<file path="src/rtl/fifo_ser_pkg.sv">
// rtl/fifo_ser_pkg.sv - state encoding and line levels for the FIFO drain serializer; FIFO_SER_PARITY_EN adds the PARITY state
package fifo_ser_pkg;

    localparam logic START_BIT  = 1'b0;
    localparam logic STOP_BIT   = 1'b1;
    localparam logic IDLE_LEVEL = 1'b1;

    typedef enum logic [2:0] {
        IDLE,
        LOAD,
        START,
        DATA,
`ifdef FIFO_SER_PARITY_EN
        PARITY,
`endif
        STOP
    } ser_state_t;

endpackage

</file>
<file path="src/rtl/fifo_drain_serializer_if.sv">
// rtl/fifo_drain_serializer_if.sv - FIFO read-port bundle between the synchronous FIFO and the serializer
interface fifo_drain_serializer_if #(
    parameter int N = 8
);
    logic         fifo_empty;
    logic [N-1:0] fifo_data;
    logic         fifo_rd_en;

    // master is the consumer that issues pops; slave is the FIFO read side
    modport master (input fifo_empty, input fifo_data, output fifo_rd_en);
    modport slave  (output fifo_empty, output fifo_data, input fifo_rd_en);
endinterface

</file>
<file path="src/rtl/fifo_ser_bit_timer.sv">
// rtl/fifo_ser_bit_timer.sv - per-bit cycle counter; flags the last and next-to-last cycle of each serial bit
module fifo_ser_bit_timer #(
    parameter int CLKS_PER_BIT = 4
) (
    input  logic clk,
    input  logic rst_n,
    input  logic en_i,
    output logic bit_end_o,
    output logic bit_pre_end_o
);
    localparam int CNT_W = (CLKS_PER_BIT > 1) ? $clog2(CLKS_PER_BIT) : 1;
    localparam logic [CNT_W-1:0] LAST = CNT_W'(CLKS_PER_BIT - 1);
    localparam logic [CNT_W-1:0] PRE  = CNT_W'(CLKS_PER_BIT - 2);

    logic [CNT_W-1:0] cnt_q, cnt_d;

    // Held at zero outside bit states, so every bit state starts from a clean count
    always_comb begin
        cnt_d = cnt_q + 1'b1;
        if (!en_i || cnt_q == LAST) begin
            cnt_d = '0;
        end
    end

    always_ff @(posedge clk or negedge rst_n) begin
        if (!rst_n) begin
            cnt_q <= '0;
        end else begin
            cnt_q <= cnt_d;
        end
    end

    assign bit_end_o     = en_i && (cnt_q == LAST);
    assign bit_pre_end_o = en_i && (cnt_q == PRE);
endmodule

</file>
<file path="src/rtl/fifo_drain_serializer.sv">
// rtl/fifo_drain_serializer.sv - pops FIFO words and sends them LSB-first as start/data/[parity]/stop frames (FIFO_SER_PARITY_EN)
module fifo_drain_serializer
    import fifo_ser_pkg::*;
#(
    parameter int N            = 8,
    parameter int CLKS_PER_BIT = 4
) (
    input  logic                    clk,
    input  logic                    rst_n,
    input  logic                    tx_enable,
    fifo_drain_serializer_if.master fif,
    output logic                    serial_out,
    output logic                    busy,
    output logic                    frame_done
);
    localparam int BIT_W = (N > 1) ? $clog2(N) : 1;
    localparam logic [BIT_W-1:0] LAST_BIT = BIT_W'(N - 1);

    ser_state_t       state_q;
    logic [N-1:0]     shift_q;
    logic [BIT_W-1:0] bit_cnt_q;
    logic             serial_q;
    logic             done_q;
    logic             bit_end;
    logic             bit_pre_end;
    logic             in_bit;
`ifdef FIFO_SER_PARITY_EN
    logic             parity_q;
`endif

    // Gated by rst_n so no pop can be issued while the block is held in reset
    assign fif.fifo_rd_en = rst_n && (state_q == IDLE) && tx_enable && !fif.fifo_empty;
    assign in_bit         = (state_q != IDLE) && (state_q != LOAD);

    fifo_ser_bit_timer #(.CLKS_PER_BIT(CLKS_PER_BIT)) u_bit_timer (
        .clk           (clk),
        .rst_n         (rst_n),
        .en_i          (in_bit),
        .bit_end_o     (bit_end),
        .bit_pre_end_o (bit_pre_end)
    );

    // serial_q is loaded with the level of the state being entered, so the pin is registered
    always_ff @(posedge clk or negedge rst_n) begin
        if (!rst_n) begin
            state_q   <= IDLE;
            shift_q   <= '0;
            bit_cnt_q <= '0;
            serial_q  <= IDLE_LEVEL;
            done_q    <= 1'b0;
`ifdef FIFO_SER_PARITY_EN
            parity_q  <= 1'b0;
`endif
        end else begin
            done_q <= 1'b0;
            case (state_q)
                IDLE: begin
                    if (fif.fifo_rd_en) begin
                        state_q <= LOAD;
                    end
                end
                LOAD: begin
                    shift_q  <= fif.fifo_data;
`ifdef FIFO_SER_PARITY_EN
                    parity_q <= ^fif.fifo_data;
`endif
                    serial_q <= START_BIT;
                    state_q  <= START;
                end
                START: begin
                    if (bit_end) begin
                        serial_q <= shift_q[0];
                        state_q  <= DATA;
                    end
                end
                DATA: begin
                    if (bit_end) begin
                        if (bit_cnt_q == LAST_BIT) begin
                            bit_cnt_q <= '0;
`ifdef FIFO_SER_PARITY_EN
                            serial_q  <= parity_q;
                            state_q   <= PARITY;
`else
                            serial_q  <= STOP_BIT;
                            state_q   <= STOP;
`endif
                        end else begin
                            bit_cnt_q <= bit_cnt_q + 1'b1;
                            shift_q   <= shift_q >> 1;
                            serial_q  <= shift_q[1];
                        end
                    end
                end
`ifdef FIFO_SER_PARITY_EN
                PARITY: begin
                    if (bit_end) begin
                        serial_q <= STOP_BIT;
                        state_q  <= STOP;
                    end
                end
`endif
                STOP: begin
                    if (bit_pre_end) begin
                        done_q <= 1'b1;
                    end
                    if (bit_end) begin
                        serial_q <= IDLE_LEVEL;
                        state_q  <= IDLE;
                    end
                end
                default: begin
                    serial_q <= IDLE_LEVEL;
                    state_q  <= IDLE;
                end
            endcase
        end
    end

    assign serial_out = serial_q;
    assign busy       = (state_q != IDLE);
    assign frame_done = done_q;
endmodule

</file>
<file path="src/flat_wrapper.sv">
// flat-port wrapper written by rule: the top's interface ports become plain ports
module fifo_drain_serializer_flat import fifo_ser_pkg::*;
#(
    parameter int N            = 8,
    parameter int CLKS_PER_BIT = 4
)
  (clk, rst_n, tx_enable, serial_out, busy, frame_done, fif_fifo_empty, fif_fifo_data, fif_fifo_rd_en);
  fifo_drain_serializer_if #(.N(N)) fif_i ();
  input  logic clk;
  input  logic rst_n;
  input  logic tx_enable;
  output logic serial_out;
  output logic busy;
  output logic frame_done;
  input wire logic [$bits(fif_i.fifo_empty)-1:0] fif_fifo_empty;
  input wire logic [$bits(fif_i.fifo_data)-1:0] fif_fifo_data;
  output wire logic [$bits(fif_i.fifo_rd_en)-1:0] fif_fifo_rd_en;
  assign fif_i.fifo_empty = fif_fifo_empty;
  assign fif_i.fifo_data = fif_fifo_data;
  assign fif_fifo_rd_en = fif_i.fifo_rd_en;
  fifo_drain_serializer #(.N(N), .CLKS_PER_BIT(CLKS_PER_BIT)) u_core (.clk(clk), .rst_n(rst_n), .tx_enable(tx_enable), .fif(fif_i), .serial_out(serial_out), .busy(busy), .frame_done(frame_done));
endmodule
</file>
<file path="config.mk">
export PLATFORM = sky130hd
export DESIGN_NAME = fifo_drain_serializer_flat
export DESIGN_NICKNAME = d
export VERILOG_FILES = /design/src/rtl/fifo_ser_pkg.sv /design/src/rtl/fifo_drain_serializer_if.sv /design/src/rtl/fifo_ser_bit_timer.sv /design/src/rtl/fifo_drain_serializer.sv /design/src/flat_wrapper.sv
export SDC_FILE = /design/constraint.sdc
export NUM_CORES = 1
export LEC_CHECK = 0
export ABC_AREA = 1
export BUFFER_PORTS_ARGS = -buffer_cell sky130_fd_sc_hd__buf_2
export CAP_MARGIN = 15
export CORE_MARGIN = 1.5
export CORE_UTILIZATION = 49
export CTS_CLUSTER_SIZE = 25
export DETAILED_ROUTE_END_ITERATION = 7
export PLACE_DENSITY_LB_ADDON = 0.12
export REMOVE_ABC_BUFFERS = 1
export SETUP_SLACK_MARGIN = 0.15
export SYNTH_ARGS = -nofsm -noshare
export SYNTH_HDL_FRONTEND = slang
export SYNTH_HIERARCHICAL = 1
export SYNTH_SLANG_ARGS = --single-unit
</file>
<file path="constraint.sdc">
create_clock -name clk -period 1.33 [get_ports clk]
set_input_delay 0.133 -clock clk [delete_from_list [all_inputs] [get_ports clk]]
set_output_delay 0.133 -clock clk [all_outputs]
set_load 0.02 [all_outputs]
</file>
-- Word level (Yosys, flattened, before mapping)
Cells that the tools add are included.
Widths: inputs -> output; s select.
- equal/unequal tests: 14
- add/sub/neg operators: 2
- bitwise operators: 1
- reductions and logical operators: 16
- muxes and demuxes: 18
- operators by type and width (operator ; number):
    $mux 3 ; 6
    $mux 8 ; 2
    $pmux 8 s2 ; 1
    $pmux 3 s5 ; 1
    $ne 2x1->1 const B ; 4
    $eq 3x2->1 const B ; 2
    $eq 3x3->1 const B ; 2
    $logic_and 1x1->1 ; 6
    $mux 1 ; 6
    $pmux 1 s5 ; 1
    $reduce_and 5->1 ; 1
    $eq 2x2->1 const B ; 2
    $ne 2x2->1 const B ; 2
    $reduce_and 4->1 ; 1
    $add 3x1->3 const B ; 1
    $eq 3x1->1 const B ; 1
    $logic_not 3->1 ; 1
    $ne 3x1->1 const B ; 1
    $reduce_and 3->1 ; 1
    $reduce_bool 3->1 ; 1
    $add 2x1->2 const B ; 1
    $logic_not 1->1 ; 2
    $mux 2 ; 1
    $reduce_and 2->1 ; 1
    other kinds (3) ; 3
- output and inout bits: 4
- bits in registers: 18
- logic and storage cells: 57
- input port bits: 12

-- Longest topological paths before layout
- depth after elaboration: 6
- mapped depth: 11
- depth with buffers taken out: 11

-- Modules after synthesis
The synthesis kept the hierarchy.
- modules (own cells, without submodules) (module ; cells an instance ; area an instance (um^2) ; instances ; seq. area each (um^2)):
    fifo_drain_serializer ; 119 ; 870.8 ; 1 ; 401.6
    fifo_ser_bit_timer ; 13 ; 108.9 ; 1 ; 50.0

-- Worst setup path after synthesis
No wires, ideal clock.
- path kind: reg-to-reg
- start point: reg u_core.state_q[1]
- end point: reg u_core.shift_q[1]
- buffers on the path: 0
- cell stages (with the launch flop): 10
- required time: 1213 ps
- period minus slack after synthesis: 1359 ps
- setup slack: -29 ps
- setup time: 117 ps
- arrival: 1242 ps
- path through: dfrtp_1 > inv_1 > nand2_1 > nand2_1 > inv_1 > inv_1 > nand2_1 > nand2_4 > nand2_1 > nand2_1
- word-level cells in the longest chain between the ends: 5
- elaborated cells between the ends (all ways): 11
- classes of those cells: eq/ne (5); mux (1); reduce/logical (5)
- ends and longest elaborated chain (item ; RTL line ; source):
    start, declared ; fifo_drain_serializer.sv:19 ; ser_state_t state_q;
    start signal, assigned ; fifo_drain_serializer.sv:46 ; state_q <= IDLE;
    start signal, assigned ; fifo_drain_serializer.sv:59 ; state_q <= LOAD;
    start signal, assigned ; fifo_drain_serializer.sv:68 ; state_q <= START;
    $ne 3x1->1 / $reduce_bool 3->1 (equally long branches) ; fifo_drain_serializer.sv:33 ; assign in_bit = (state_q != IDLE) && (state_q != LOAD);
    $logic_and 1x1->1 (*) ; fifo_drain_serializer.sv:33 ;
    via u_core.in_bit ; fifo_drain_serializer.sv:26 ; logic in_bit;
    $logic_and 1x1->1 (*) ; fifo_ser_bit_timer.sv:33 ; assign bit_end_o = en_i && (cnt_q == LAST);
    via u_core.bit_end ; fifo_drain_serializer.sv:24 ; logic bit_end;
    $ne 2x1->1 (no line) (*) ; -- ;
    $reduce_and 3->1 (no line) (*) ; -- ;
    end signal, assigned ; fifo_drain_serializer.sv:63 ; shift_q <= fif.fifo_data;
    end signal, assigned ; fifo_drain_serializer.sv:89 ; shift_q <= shift_q >> 1;
    end, declared ; fifo_drain_serializer.sv:20 ; logic [N-1:0] shift_q;
The timed path passes the listed nets; every way through them passes the cells marked *.
A chain may end at the register's enable or synchronous reset.

-- Worst setup path in the final report
- start point: reg u_core.bit_cnt_q[1]
- end point: reg u_core.shift_q[4]
- word-level cells in the longest chain between the ends: 3
- ends and longest elaborated chain (item ; RTL line ; source):
    start, declared ; fifo_drain_serializer.sv:21 ; logic [BIT_W-1:0] bit_cnt_q;
    start signal, assigned ; fifo_drain_serializer.sv:88 ; bit_cnt_q <= bit_cnt_q + 1'b1;
    $eq 3x3->1 ; fifo_drain_serializer.sv:78 ; if (bit_cnt_q == LAST_BIT) begin
    $ne 2x2->1 (no line) ; -- ;
    $reduce_and 3->1 (no line) ; -- ;
No other way between the ends.

==> qor.yml <==
grt:
  grt_max_degree: 19
  grt_usage_pct: 25.2
  antenna_found_initial: 0
  grt_pass1_wl_um: 3940
  grt_pass1_vias: 928
  grt_overflow: 0
yosys:
  synth.yosys.seq_area_share_pct: 46.1
  synth_seq_cells: 18
  synth_cells: 132
  ys.warnings.count: 6
  syn_avg_cell_area_sq_um: 7.42
  netlist_area_sq_um: 980
  ys_types: 18
cts:
  cts_buffers: 3
  clock-sinks: 18
  clkTransAtPathRegs_ns: 0.10
  root_buffer: "clkbuf_4"
  h-tree-depth: 1
  clock_path_buffers: 2
  tritoncts: "yes"
  clk_latency_ns: 0.29
status:
  outcome: "finished with violations"
  violations: "setup timing"
placed_design:
  io_buffers: 15
  gp_congestion: 0.836
  dp_hpwl_um: 1630
  pre_cts_slack_ns: -0.0880
final_layout:
  drive_above_1_share_pct: 47.1
  final_common_cell: "nand2_1"
  fin_nets: 189
  fin_util_pct: 85.3
  mostFrequentLayoutCells: "nand2_1 (49), dfrtp_1 (16), buf_2 (14)"
  areaGrowthSynthToFinish_pct: 56.8
  diodes: 0
critical_path:
  cp_max_fo: 7
  cp-start-kind: "register"
  arrival_ns: 1.61
  crit_required_ns: 1.56
  crit_path_end_kind: "register"
  critical_path_class: "reg2reg"
floorplan:
  dieArea_sq_um: 2280
  core_area_sq_um: 1800
  std_cell_rows: 15
  die_h_um: 47.7
  ioPinCount: 16
  die_w_um: 47.7
  start_util_pct: 54.4
sta:
  skew_ns: 0.00824
  finalHoldWorstSlack_ns: 0.0713
  hold_viol: 0
  finalSetupTns_ns: -0.274
  max_slew_margin_pct: 80.4
  setup_viol: 10
  fmax_ghz: 0.725
  setup_ws_ns: -0.0490
  period_needed_ns: 1.38
  rsz0062_at_grt: "true"
  fin_crit_sh_pct: 104
  drv_slew: 0
  worst_pin_slew_ns: 0.293
route:
  vias: 1027
  route.antenna.remaining_nets: 0
  drt-pass1-iter-count: 4
  wirelength_um: 2500
  first_iter_violations: 27
  wl_per_cell_um: 12.7
  drc: 0
  vias_per_cell: 5.21
power:
  ir_worst_vdd_mv: 1.43
  p_leak_nw: 0.786
  finalPower_mw: 3.20
  power_density_nw_per_um2: 2090
hold_path:
  hp-class: "in2reg"
run:
  drv_cap: 0
-- metal layers --
layer | GRT usage, % | up-vias | wire [um] | part of all wire [%]
li1 | - | 502 | - | -
met1 | 30.6 | 487 | 1080 | 43
met2 | 44.8 | 36 | 1280 | 51
met3 | 3.40 | 2 | 125 | 5.0
met4 | 9.73 | 0 | 22 | 0.88
met5 | 0 | - | 0 | 0
-- Yosys cell counts --
cell      number  area (sq um)
o31ai_1        1          7.51
nand3_2        1          10.0
inv_1         11          41.3
nand3_1       16          80.1
nor2_2         1          6.26
o22ai_1        1          6.26
dfstp_2        1          26.3
buf_4          1          7.51
nand2_1       63           236
nand4_1        2          12.5
dfrtp_1       17           425
nor2_1         5          18.8
o21ai_1        1          5.00
nand2_2        2          12.5
nand3b_1       1          7.51
ha_1           4          50.1
o21ai_0        3          15.0
nand2_4        1          11.3
-- final timing paths --
| kind | startpoint | endpoint | slack [ns] | cells past startpoint |
|---|---|---|---|---|
| max in group asynchronous | rst_n | u_core/serial_out$_DFFE_PN1P_ | 0.69 | 3 |
| worst min register to register | u_core/serial_out$_DFFE_PN1P_ | u_core/serial_out$_DFFE_PN1P_ | 0.48 | 2 |
| worst max register to register | u_core/bit_cnt_q[1]$_DFFE_PN0P_ | u_core/shift_q[4]$_DFFE_PN0P_ | -0.05 | 8 |
| worst min-delay path | fif_fifo_data[7] | u_core/shift_q[7]$_DFFE_PN0P_ | 0.07 | 3 |
| min in group asynchronous | rst_n | u_core/u_bit_timer/cnt_q[0]$_DFF_PN0_ | 0.37 | 3 |
| worst max-delay path | u_core/bit_cnt_q[1]$_DFFE_PN0P_ | u_core/shift_q[4]$_DFFE_PN0P_ | -0.05 | 8 |
-- power breakdown --
| group | internal (mW) | switching, mW |
|---|---|---|
| logic | 0.878 | 1.10 |
| registers | 0.776 | 0.168 |
| clock network | 0.116 | 0.162 |
| total | 1.77 | 1.43 |
-- metrics by stage --
step           instances  cell area (sq um)
6_report             197               1540
2_1_floorplan        131                972
5_1_grt              197               1540
4_1_cts              196               1410
3_3_place_gp         187               1220
3_5_place_dp         187               1220
-- cell families after synthesis --
| kind of cell | synth area share [%] |
|---|---|
| buffers and inverters | 4.98 |
| AOI/OAI and AO/OA | 3.45 |
| adders and majority gates | 5.11 |
| and+or+nand+nor | 40.4 |
| DFF | 46.1 |
-- repair_timing --
| item | CTS | global route |
|---|---|---|
| endpoints found under the hold margin | 17 | 0 |
| setup endpoints to repair | 17 | 17 |
| hold buffers | 1 | 0 |
| pin swaps | 13 | 17 |
| setup buffers | 4 | 1 |
| gates resized for setup | 37 | 28 |
-- flip-flops by register name, summed over array words and instances (netlist names) --
register / flops
u_core/bit_cnt_q: 3
u_core/u_bit_timer/cnt_q: 2
u_core/serial_out: 1
u_core/frame_done: 1
u_core/shift_q: 8
u_core/state_q: 3
-- worst max-delay path, stage by stage (launching register included) --
cell and delay (ns):
dfrtp_1 0.42, ha_2 0.20, ha_4 0.18, inv_6 0.08
nand2_8 0.07, nand2_8 0.10, buf_12 0.13, nand3_2 0.07
nand2_1 0.06
-- layout make-up --
type | instances | area, sq um
clock buffers | 4 | 26.3
inverters | 11 | 46.3
well taps | 25 | 31.3
flip-flops and latches | 18 | 453
repair buffers | 37 | 304
multi-input cells | 102 | 676
fillers | 98 | 265
Power figures use the tool's default switching activity.
